File: config.mk
export PLATFORM = sky130hd
export DESIGN_NAME = axis_uart_tx
export DESIGN_NICKNAME = d
export VERILOG_FILES = /design/src/rtl/axis_uart_pkg.sv /design/src/rtl/uart_tx_serializer.sv /design/src/rtl/axis_uart_tx.sv
export SDC_FILE = /design/constraint.sdc
export NUM_CORES = 1
export LEC_CHECK = 0
export ABC_AREA = 1
export BUFFER_PORTS_ARGS = -buffer_cell sky130_fd_sc_hd__buf_4
export CORE_MARGIN = 2
export CORE_UTILIZATION = 31
export CTS_BUF_LIST = sky130_fd_sc_hd__clkbuf_16
export CTS_CLUSTER_SIZE = 40
export DETAILED_ROUTE_END_ITERATION = 10
export PLACE_DENSITY_LB_ADDON = 0.12
export SETUP_SLACK_MARGIN = 0.15
export SYNTH_ARGS = -nofsm -noshare
export SYNTH_HDL_FRONTEND = slang
export SYNTH_SLANG_ARGS = --single-unit
File: constraint.sdc
create_clock -name clk -period 2.1 [get_ports clk]
set_input_delay 0.21 -clock clk [delete_from_list [all_inputs] [get_ports clk]]
set_output_delay 0.21 -clock clk [all_outputs]
set_load 0.005 [all_outputs]
File: src/rtl/axis_uart_pkg.sv
// axis_uart_pkg: shared types and widths for the AXI-Stream UART transmit path
// Optional parity framing is selected by AXIS_UART_TX_PARITY_EN in the users of this package.
package axis_uart_pkg;
    localparam int UART_DATA_BITS = 8;
    localparam int AXIS_DATA_W    = 32;
    localparam int AXIS_KEEP_W    = 4;
    typedef enum logic [2:0] {IDLE, START, DATA, PARITY, STOP} tx_state_t;
endpackage

File: src/rtl/uart_tx_serializer.sv
// uart_tx_serializer: byte-level 8N1 framer with baud counter, FSM and LSB-first shifter
// Ports: clk, reset_n (async, active-low); byte_data/byte_valid/byte_last in, byte_ready out
// (combinational, high in IDLE or on the final stop-bit cycle so frames chain back-to-back);
// uart_tx serial line (registered, idle high); busy = FSM not IDLE; last_done one-cycle pulse.
// AXIS_UART_TX_PARITY_EN adds an even-parity bit between data and stop bits.
module uart_tx_serializer
    import axis_uart_pkg::*;
#(
    parameter int CLKS_PER_BIT = 868,
    parameter int STOP_BITS    = 1
) (
    input  logic                      clk,
    input  logic                      reset_n,
    input  logic [UART_DATA_BITS-1:0] byte_data,
    input  logic                      byte_valid,
    input  logic                      byte_last,
    output logic                      byte_ready,
    output logic                      uart_tx,
    output logic                      busy,
    output logic                      last_done
);
    localparam int CW = $clog2(CLKS_PER_BIT);
    localparam logic [CW-1:0] BAUD_MAX = CW'(CLKS_PER_BIT - 1);
    localparam logic [2:0] DATA_LAST = 3'(UART_DATA_BITS - 1);
    localparam logic [2:0] STOP_LAST = 3'(STOP_BITS - 1);
    tx_state_t state, state_d;
    logic [CW-1:0] cnt, cnt_d;
    logic [2:0] idx, idx_d;
    logic [UART_DATA_BITS-1:0] sh, sh_d;
    logic cur_last, cur_last_d, tx_d, done_d, tick;
`ifdef AXIS_UART_TX_PARITY_EN
    logic par, par_d;
`endif
    assign tick = cnt == '0;
    assign byte_ready = state == IDLE || (state == STOP && tick && idx == STOP_LAST);
    assign busy = state != IDLE;
    always_ff @(posedge clk or negedge reset_n) begin
        if (!reset_n) begin
            state     <= IDLE;
            cnt       <= '0;
            idx       <= '0;
            sh        <= '0;
            cur_last  <= 1'b0;
            uart_tx   <= 1'b1;
            last_done <= 1'b0;
`ifdef AXIS_UART_TX_PARITY_EN
            par       <= 1'b0;
`endif
        end else begin
            state     <= state_d;
            cnt       <= cnt_d;
            idx       <= idx_d;
            sh        <= sh_d;
            cur_last  <= cur_last_d;
            uart_tx   <= tx_d;
            last_done <= done_d;
`ifdef AXIS_UART_TX_PARITY_EN
            par       <= par_d;
`endif
        end
    end
    always_comb begin
        state_d    = state;
        cnt_d      = tick ? cnt : cnt - 1'b1;
        idx_d      = idx;
        sh_d       = sh;
        cur_last_d = cur_last;
        done_d     = 1'b0;
`ifdef AXIS_UART_TX_PARITY_EN
        par_d      = par;
`endif
        case (state)
            START: if (tick) begin
                state_d = DATA;
                cnt_d   = BAUD_MAX;
            end
            DATA: if (tick) begin
                cnt_d = BAUD_MAX;
                sh_d  = sh >> 1;
                idx_d = idx + 3'd1;
                if (idx == DATA_LAST) begin
                    idx_d = '0;
`ifdef AXIS_UART_TX_PARITY_EN
                    state_d = PARITY;
`else
                    state_d = STOP;
`endif
                end
            end
`ifdef AXIS_UART_TX_PARITY_EN
            PARITY: if (tick) begin
                state_d = STOP;
                cnt_d   = BAUD_MAX;
            end
`endif
            STOP: if (tick) begin
                cnt_d = BAUD_MAX;
                idx_d = idx + 3'd1;
                if (idx == STOP_LAST) begin
                    state_d = IDLE;
                    cnt_d   = '0;
                    idx_d   = '0;
                    done_d  = cur_last;
                end
            end
            default: ;
        endcase
        // A pending byte overrides the return to IDLE so frames chain with no idle cycle.
        if (byte_valid && byte_ready) begin
            state_d    = START;
            cnt_d      = BAUD_MAX;
            idx_d      = '0;
            sh_d       = byte_data;
            cur_last_d = byte_last;
`ifdef AXIS_UART_TX_PARITY_EN
            par_d      = ^byte_data;
`endif
        end
`ifdef AXIS_UART_TX_PARITY_EN
        tx_d = state_d == START ? 1'b0 : state_d == DATA ? sh_d[0] : state_d == PARITY ? par_d : 1'b1;
`else
        tx_d = state_d == START ? 1'b0 : state_d == DATA ? sh_d[0] : 1'b1;
`endif
    end
endmodule

File: src/rtl/axis_uart_tx.sv
// axis_uart_tx: AXI-Stream slave that sends each TKEEP-selected byte as a UART frame
// Ports: clk, reset_n (async, active-low); S_AXIS_TVALID/TREADY/TDATA[31:0]/TKEEP[3:0]/TLAST
// stream input (TREADY registered); uart_tx serial line idle high; busy = frame on line or
// word buffered; last_done one-cycle pulse when a TLAST word has fully gone out.
// AXIS_UART_TX_PARITY_EN enables even parity in the serializer.
module axis_uart_tx
    import axis_uart_pkg::*;
#(
    parameter int CLKS_PER_BIT = 868,
    parameter int STOP_BITS    = 1
) (
    input  logic                   clk,
    input  logic                   reset_n,
    input  logic                   S_AXIS_TVALID,
    output logic                   S_AXIS_TREADY,
    input  logic [AXIS_DATA_W-1:0] S_AXIS_TDATA,
    input  logic [AXIS_KEEP_W-1:0] S_AXIS_TKEEP,
    input  logic                   S_AXIS_TLAST,
    output logic                   uart_tx,
    output logic                   busy,
    output logic                   last_done
);
    logic [AXIS_DATA_W-1:0] buf_data;
    logic [AXIS_KEEP_W-1:0] buf_keep, rem;
    logic [UART_DATA_BITS-1:0] byte_data;
    logic [1:0] sel;
    logic buf_last, buf_valid, zero_done, byte_valid, byte_ready, byte_last, ser_busy, ser_done;
    // buf_keep holds the bytes still to send; the lowest set bit picks the next one.
    assign sel        = buf_keep[0] ? 2'd0 : buf_keep[1] ? 2'd1 : buf_keep[2] ? 2'd2 : 2'd3;
    assign byte_data  = buf_data[{sel, 3'b000} +: UART_DATA_BITS];
    assign rem        = buf_keep & ~(AXIS_KEEP_W'(1) << sel);
    assign byte_valid = buf_valid && |buf_keep;
    assign byte_last  = buf_last && rem == '0;
    assign busy       = ser_busy || buf_valid;
    assign last_done  = ser_done || zero_done;
    always_ff @(posedge clk or negedge reset_n) begin
        if (!reset_n) begin
            buf_data      <= '0;
            buf_keep      <= '0;
            buf_last      <= 1'b0;
            buf_valid     <= 1'b0;
            S_AXIS_TREADY <= 1'b0;
            zero_done     <= 1'b0;
        end else begin
            zero_done <= 1'b0;
            if (S_AXIS_TVALID && S_AXIS_TREADY) begin
                buf_data      <= S_AXIS_TDATA;
                buf_keep      <= S_AXIS_TKEEP;
                buf_last      <= S_AXIS_TLAST;
                buf_valid     <= 1'b1;
                S_AXIS_TREADY <= 1'b0;
            end else if (buf_valid && buf_keep == '0) begin
                buf_valid     <= 1'b0;
                S_AXIS_TREADY <= 1'b1;
                zero_done     <= buf_last;
            end else if (byte_valid && byte_ready) begin
                buf_keep <= rem;
                if (rem == '0) begin
                    buf_valid     <= 1'b0;
                    S_AXIS_TREADY <= 1'b1;
                end
            end else begin
                S_AXIS_TREADY <= !buf_valid;
            end
        end
    end
    uart_tx_serializer #(
        .CLKS_PER_BIT(CLKS_PER_BIT),
        .STOP_BITS   (STOP_BITS)
    ) u_ser (
        .clk       (clk),
        .reset_n   (reset_n),
        .byte_data (byte_data),
        .byte_valid(byte_valid),
        .byte_last (byte_last),
        .byte_ready(byte_ready),
        .uart_tx   (uart_tx),
        .busy      (ser_busy),
        .last_done (ser_done)
    );
endmodule

Word level (Yosys, flattened, before mapping)
Index checks and enable logic that the tools add are counted.
- bits in registers: 67
- latch bits: 0
- bits in writable memories: 0
- bits in read-only memories: 0
- input port bits: 40
- memories kept: 0
- add/subtract/negate cells: 2
- $mul: 0
- div/mod/pow operators: 0
- order comparisons: 0
- eq/ne operators: 10
- shift-type cells: 2
- multiplexer cells: 43
- bitwise logic cells: 2
- reductions and logical operators: 29
- operators by type and width (cell ; count):
    $mux 10 ; 5
    $mux 3 ; 11
    $shiftx 32x6->8 ; 1
    $mux 8 ; 3
    $pmux 10 s2 ; 1
    $mux 1 ; 16
    $mux 4 ; 3
    $reduce_bool 3->1 ; 4
    $logic_not 10->1 ; 1
    $sub 10x1->10 const B ; 1
    $pmux 3 s3 ; 1
    $logic_not 4->1 ; 2
    $logic_and 1x1->1 ; 7
    $eq 3x1->1 const B ; 2
    $eq 3x2->1 const B ; 2
    $eq 3x3->1 const B ; 2
    $logic_not 3->1 ; 2
    $ne 3x2->1 const B ; 2
    $pmux 3 s2 ; 1
    $reduce_and 2->1 ; 3
    $reduce_bool 2->1 ; 3
    $and 4x4->4 ; 1
    $mux 2 ; 2
    $ne 4x3->1 const B ; 1
    9 further kinds ; 11

Logic depth before layout (Yosys ltp)
- depth after elaboration: 11
- mapped depth: 11
- mapped depth without buffers: 11

Modules after synthesis
A second synthesis with hierarchy kept.
- cells, all modules: 457
- area, all modules: 3575.9 µm²
- by module, submodules not included (module ; times used ; cells each ; area an instance (µm²) ; seq. area each (µm²)):
    axis_uart_tx ; 1 ; 241 ; 1921.8 ; 1001.0
    uart_tx_serializer ; 1 ; 216 ; 1654.1 ; 676.9

Worst setup path after synthesis
OpenSTA, ideal clock, no wires.
- path type: register -> register
- from: reg u_ser.cnt[0]
- to: reg u_ser.cnt[0]
- setup time: 0.070 ns
- arrival: 1.730 ns
- required time: 2.030 ns
- slack: 0.300 ns
- cell stages (with the launch flop): 11
- buffers on the path: 0
- cells stage by stage: dfrtp_1 inv_1 ha_1 nand3_1 nor2_1 inv_2 nor2_4 inv_1 ha_1 or2_2 nand4_1
- cells in the longest elaborated chain, start to end: 6
- elaborated cells between the ends (all ways): 11
- those cells by class: add/sub (1); mux (5); reduce/logical (5)
- RTL lines (what ; RTL line ; RTL):
    start, declared ; uart_tx_serializer.sv:27 ; logic [CW-1:0] cnt, cnt_d;
    start signal, assigned ; uart_tx_serializer.sv:51 ; cnt <= cnt_d;
    parallel branches: the longest is 5 deep, another holds $sub 10x1->10 ; n/a ;
    $mux 10 (*) ; uart_tx_serializer.sv:109 ; if (byte_valid && byte_ready) begin
    named net u_ser.cnt_d[0] ; uart_tx_serializer.sv:27 ;
Mark *: on every way through the listed nets, which the timed path passes.
A chain may end at the register's enable or synchronous reset.

Worst setup path after layout
Ends and elaborated chain as after synthesis.

==> impl_results.md <==
* Status: finished clean
* Vias at 2,974
* Initial DRT Pass Iterations at 4
* Final setup viols at 0
* Synth top area cells: dfrtp_1, nand2_1, nand3_1
* Post-DRT Antenna Nets at 0
* Max Slew Vio Count at 0
* Drc violations at 0
* CTS Root Cell: clkbuf_16
* Die width at 109.1 um
* Worst slew pin tran at 516.1 ps
* TritonCTS clock tree: yes
* Startpoint Class: flop
* Placement Rows at 38
* N_diodes at 0
* Clock Path Buffers at 2
* Sum Neg Setup Slack at 0 ps
* Area grow syn2layout at 24.69%
* Vias in the first global route at 2,901
* Period utilization at 0.8769
* GRT Util Overall at 0.1540
* Worst-path fanout max at 5
* Initial core utilization at 0.3174
* RSZ-0062 raised after global routing: no
* Reg2reg end: u_ser.cnt[0]
* CTS sink count at 67
* Mapped Area at 3426 um^2
* Cell taking the most area after synthesis: dfrtp_1
* Synth Net Count at 494
* Top-level I/O count at 44
* Worst clock skew at 8.157 ps
* End of the worst hold path: buf_data[11]
* First-pass GRT wire length at 14,160 um
* Max-cap violations at 0
* Pwr Density at 1005 nW/um^2
* Wire per inst at 12.80 um
* Gr ovfl total at 0
* Final min period at 1842 ps
* H-tree levels at 3
* Vias/cell at 4.597
* Hold Crit Class: in -> reg
* Syn. warnings at 0
* Routed WL at 8279 um
* Dpl hpwl at 6068 um
* Count of different cell masters after synthesis at 30
* Worst slew margin relative to its limit at 0.6559
* Critical path type: reg -> reg
* Crit path DAT at 2100 ps
* Nets@finish at 548
* Max Clock Freq at 0.5430 GHz
* Number of hold violations in the final report at 0
* RePlAce Congestion at 0.8581
* Syn Area/Cell at 7.647 um^2
* CTS clock-pin slew for the worst setup and hold paths at 60 ps
* Initial DRC Count at 101
* Sequential cell area fraction in the yosys report at 0.4898
* R2R depth at 10
* Worst-Skew Late Latency at 330 ps
* Setup crit end kind: flop
* Hold Path Origin: S_AXIS_TDATA[11]
* Pin count of the biggest net entering global routing at 38
* Worst endpoint required time at 2360 ps
* DIE AREA at 11,910 um^2
* Yosys reg bits at 67
* Yosys top cell area share at 0.4821
* Post-Syn Instances at 448
* IO Port Bufs at 43
* Worst vdd ir at 0.0004658 V
* Antenna violations before repair at 0
* Die height at 109.1 um
* Pleak at 0.002199 uW
* Worst r2r src: u_ser.cnt[0]
* Layout cells sized above 1 at 0.1874
* Worst hold stages at 3
* Pwr Total at 4292 uW
* R2R Setup Slk at 260 ps
* Num CTS Buffers at 9
* Core area at 10,790 um^2
## cells in the mapped netlist
cell type	count
buf_4	1
or2_2	3
o21bai_1	1
buf_6	1
o21ai_0	18
buf_8	1
a31oi_1	2
ha_1	6
inv_1	43
nand4_1	8
nor2_1	26
nor2_2	5
buf_1	3
nand3_2	2
nand3_1	39
nand2_4	1
nand2_1	180
nor3_1	1
dfstp_2	1
o211ai_1	8
nor2_4	5
inv_2	2
dfrtp_1	66
a21oi_1	8
nand2_2	3
clkbuf_1	5
buf_2	1
inv_6	1
o21ai_1	6
nor4_1	1
## worst max path at each step
stage	start	to	cells after the start
floorplan	u_ser.cnt[0]	u_ser.cnt[0]	10
global placement	u_ser.cnt[0]	u_ser.cnt[0]	10
detailed placement	u_ser.cnt[0]	u_ser.cnt[0]	10
CTS	u_ser.cnt[0]	u_ser.cnt[0]	10
global route	u_ser.cnt[0]	u_ser.cnt[0]	10
finish	u_ser.cnt[0]	u_ser.cnt[0]	10
## cell usage in the layout, fill, tap and decap left out, types with 3 or more instances in the layout
| cell | count |
|---|---|
| a21oi_1 | 8 |
| buf_4 | 53 |
| clkbuf_16 | 9 |
| dfrtp_1 | 66 |
| ha_1 | 6 |
| inv_1 | 42 |
| inv_2 | 3 |
| nand2_1 | 180 |
| nand2_2 | 3 |
| nand3_1 | 39 |
| nand4_1 | 8 |
| nor2_1 | 25 |
| nor2_2 | 5 |
| nor2_4 | 6 |
| o211ai_1 | 8 |
| o21ai_0 | 18 |
| o21ai_1 | 6 |
| or2_2 | 3 |
## metrics by stage
step             util  worst slack, ps  hold WS, ps  instance area (um^2)  instances
6_report       0.3958            258.4        69.40                  4272        647
3_5_place_dp   0.3646            211.8        229.5                  3935        628
3_3_place_gp   0.3646            257.4        231.7                  3935        628
2_1_floorplan       -            299.8       -85.59                  3426        448
5_1_grt        0.3958            158.1        60.05                  4272        647
4_1_cts        0.3935            185.4        56.17                  4247        645
## critical path, cell delays in order, from the launching register on
cell and delay (ps):
dfrtp_1 430, inv_2 120, ha_1 180, nand3_1 90
nor2_2 150, inv_2 80, nor2_4 80, inv_1 90
ha_1 200, or2_2 290, nand4_1 80
## sequential cells by signal (all words and copies together), names as in the netlist
register and count:
zero_done 1, buf_keep 4, u_ser.uart_tx 1, u_ser.idx 3, u_ser.last_done 1, S_AXIS_TREADY 1, u_ser.sh 8, u_ser.cur_last 1
u_ser.cnt 10, buf_last 1, buf_valid 1, buf_data 32, u_ser.state 3
## final cells by class
class                           count  area (um^2)
Clock inverter                      7        76.32
Inverter                           46        180.2
Fill cell                        1083         6521
Timing Repair Buffer               55        427.9
Multi-Input combinational cell    323         1509
Clock buffer                        9        225.2
Sequential cell                    67         1678
Tap cell                          140        175.2
## layer usage
layer | part of all wire | track usage
met3 | 0.037 | 0.04184
met1 | 0.49 | 0.2093
met2 | 0.46 | 0.2418
met4 | 0.012 | 0.04121
met5 | 0 | 0
## where the power goes
part	internal (uW)	switching (uW)	leakage [uW]	total (uW)
Sequential	1620	222	0.000830	1840
Combinational	375	548	0.00123	923
Clock	927	597	0.000142	1520
Total	2920	1370	0.00220	4290
## repair_timing
item | in CTS | in global routing
hold endpoints to repair | 35 | 0
hold buffers | 1 | 0
setup endpoints to repair | 0 | 10
setup buffers | 0 | 2
gates resized for setup | 0 | 4
## cell families (layout without fill, tap and decap cells)
group / Yosys count / after routing / synth area share
buffers and inverters: 58 / 117 / 0.07195
AOI/OAI and AO/OA: 43 / 43 / 0.07013
adders and majority gates: 6 / 6 / 0.02191
and+or+nand+nor: 274 / 274 / 0.3462
DFF: 67 / 67 / 0.4898
Note: power is estimated with default switching activity, not from simulation.
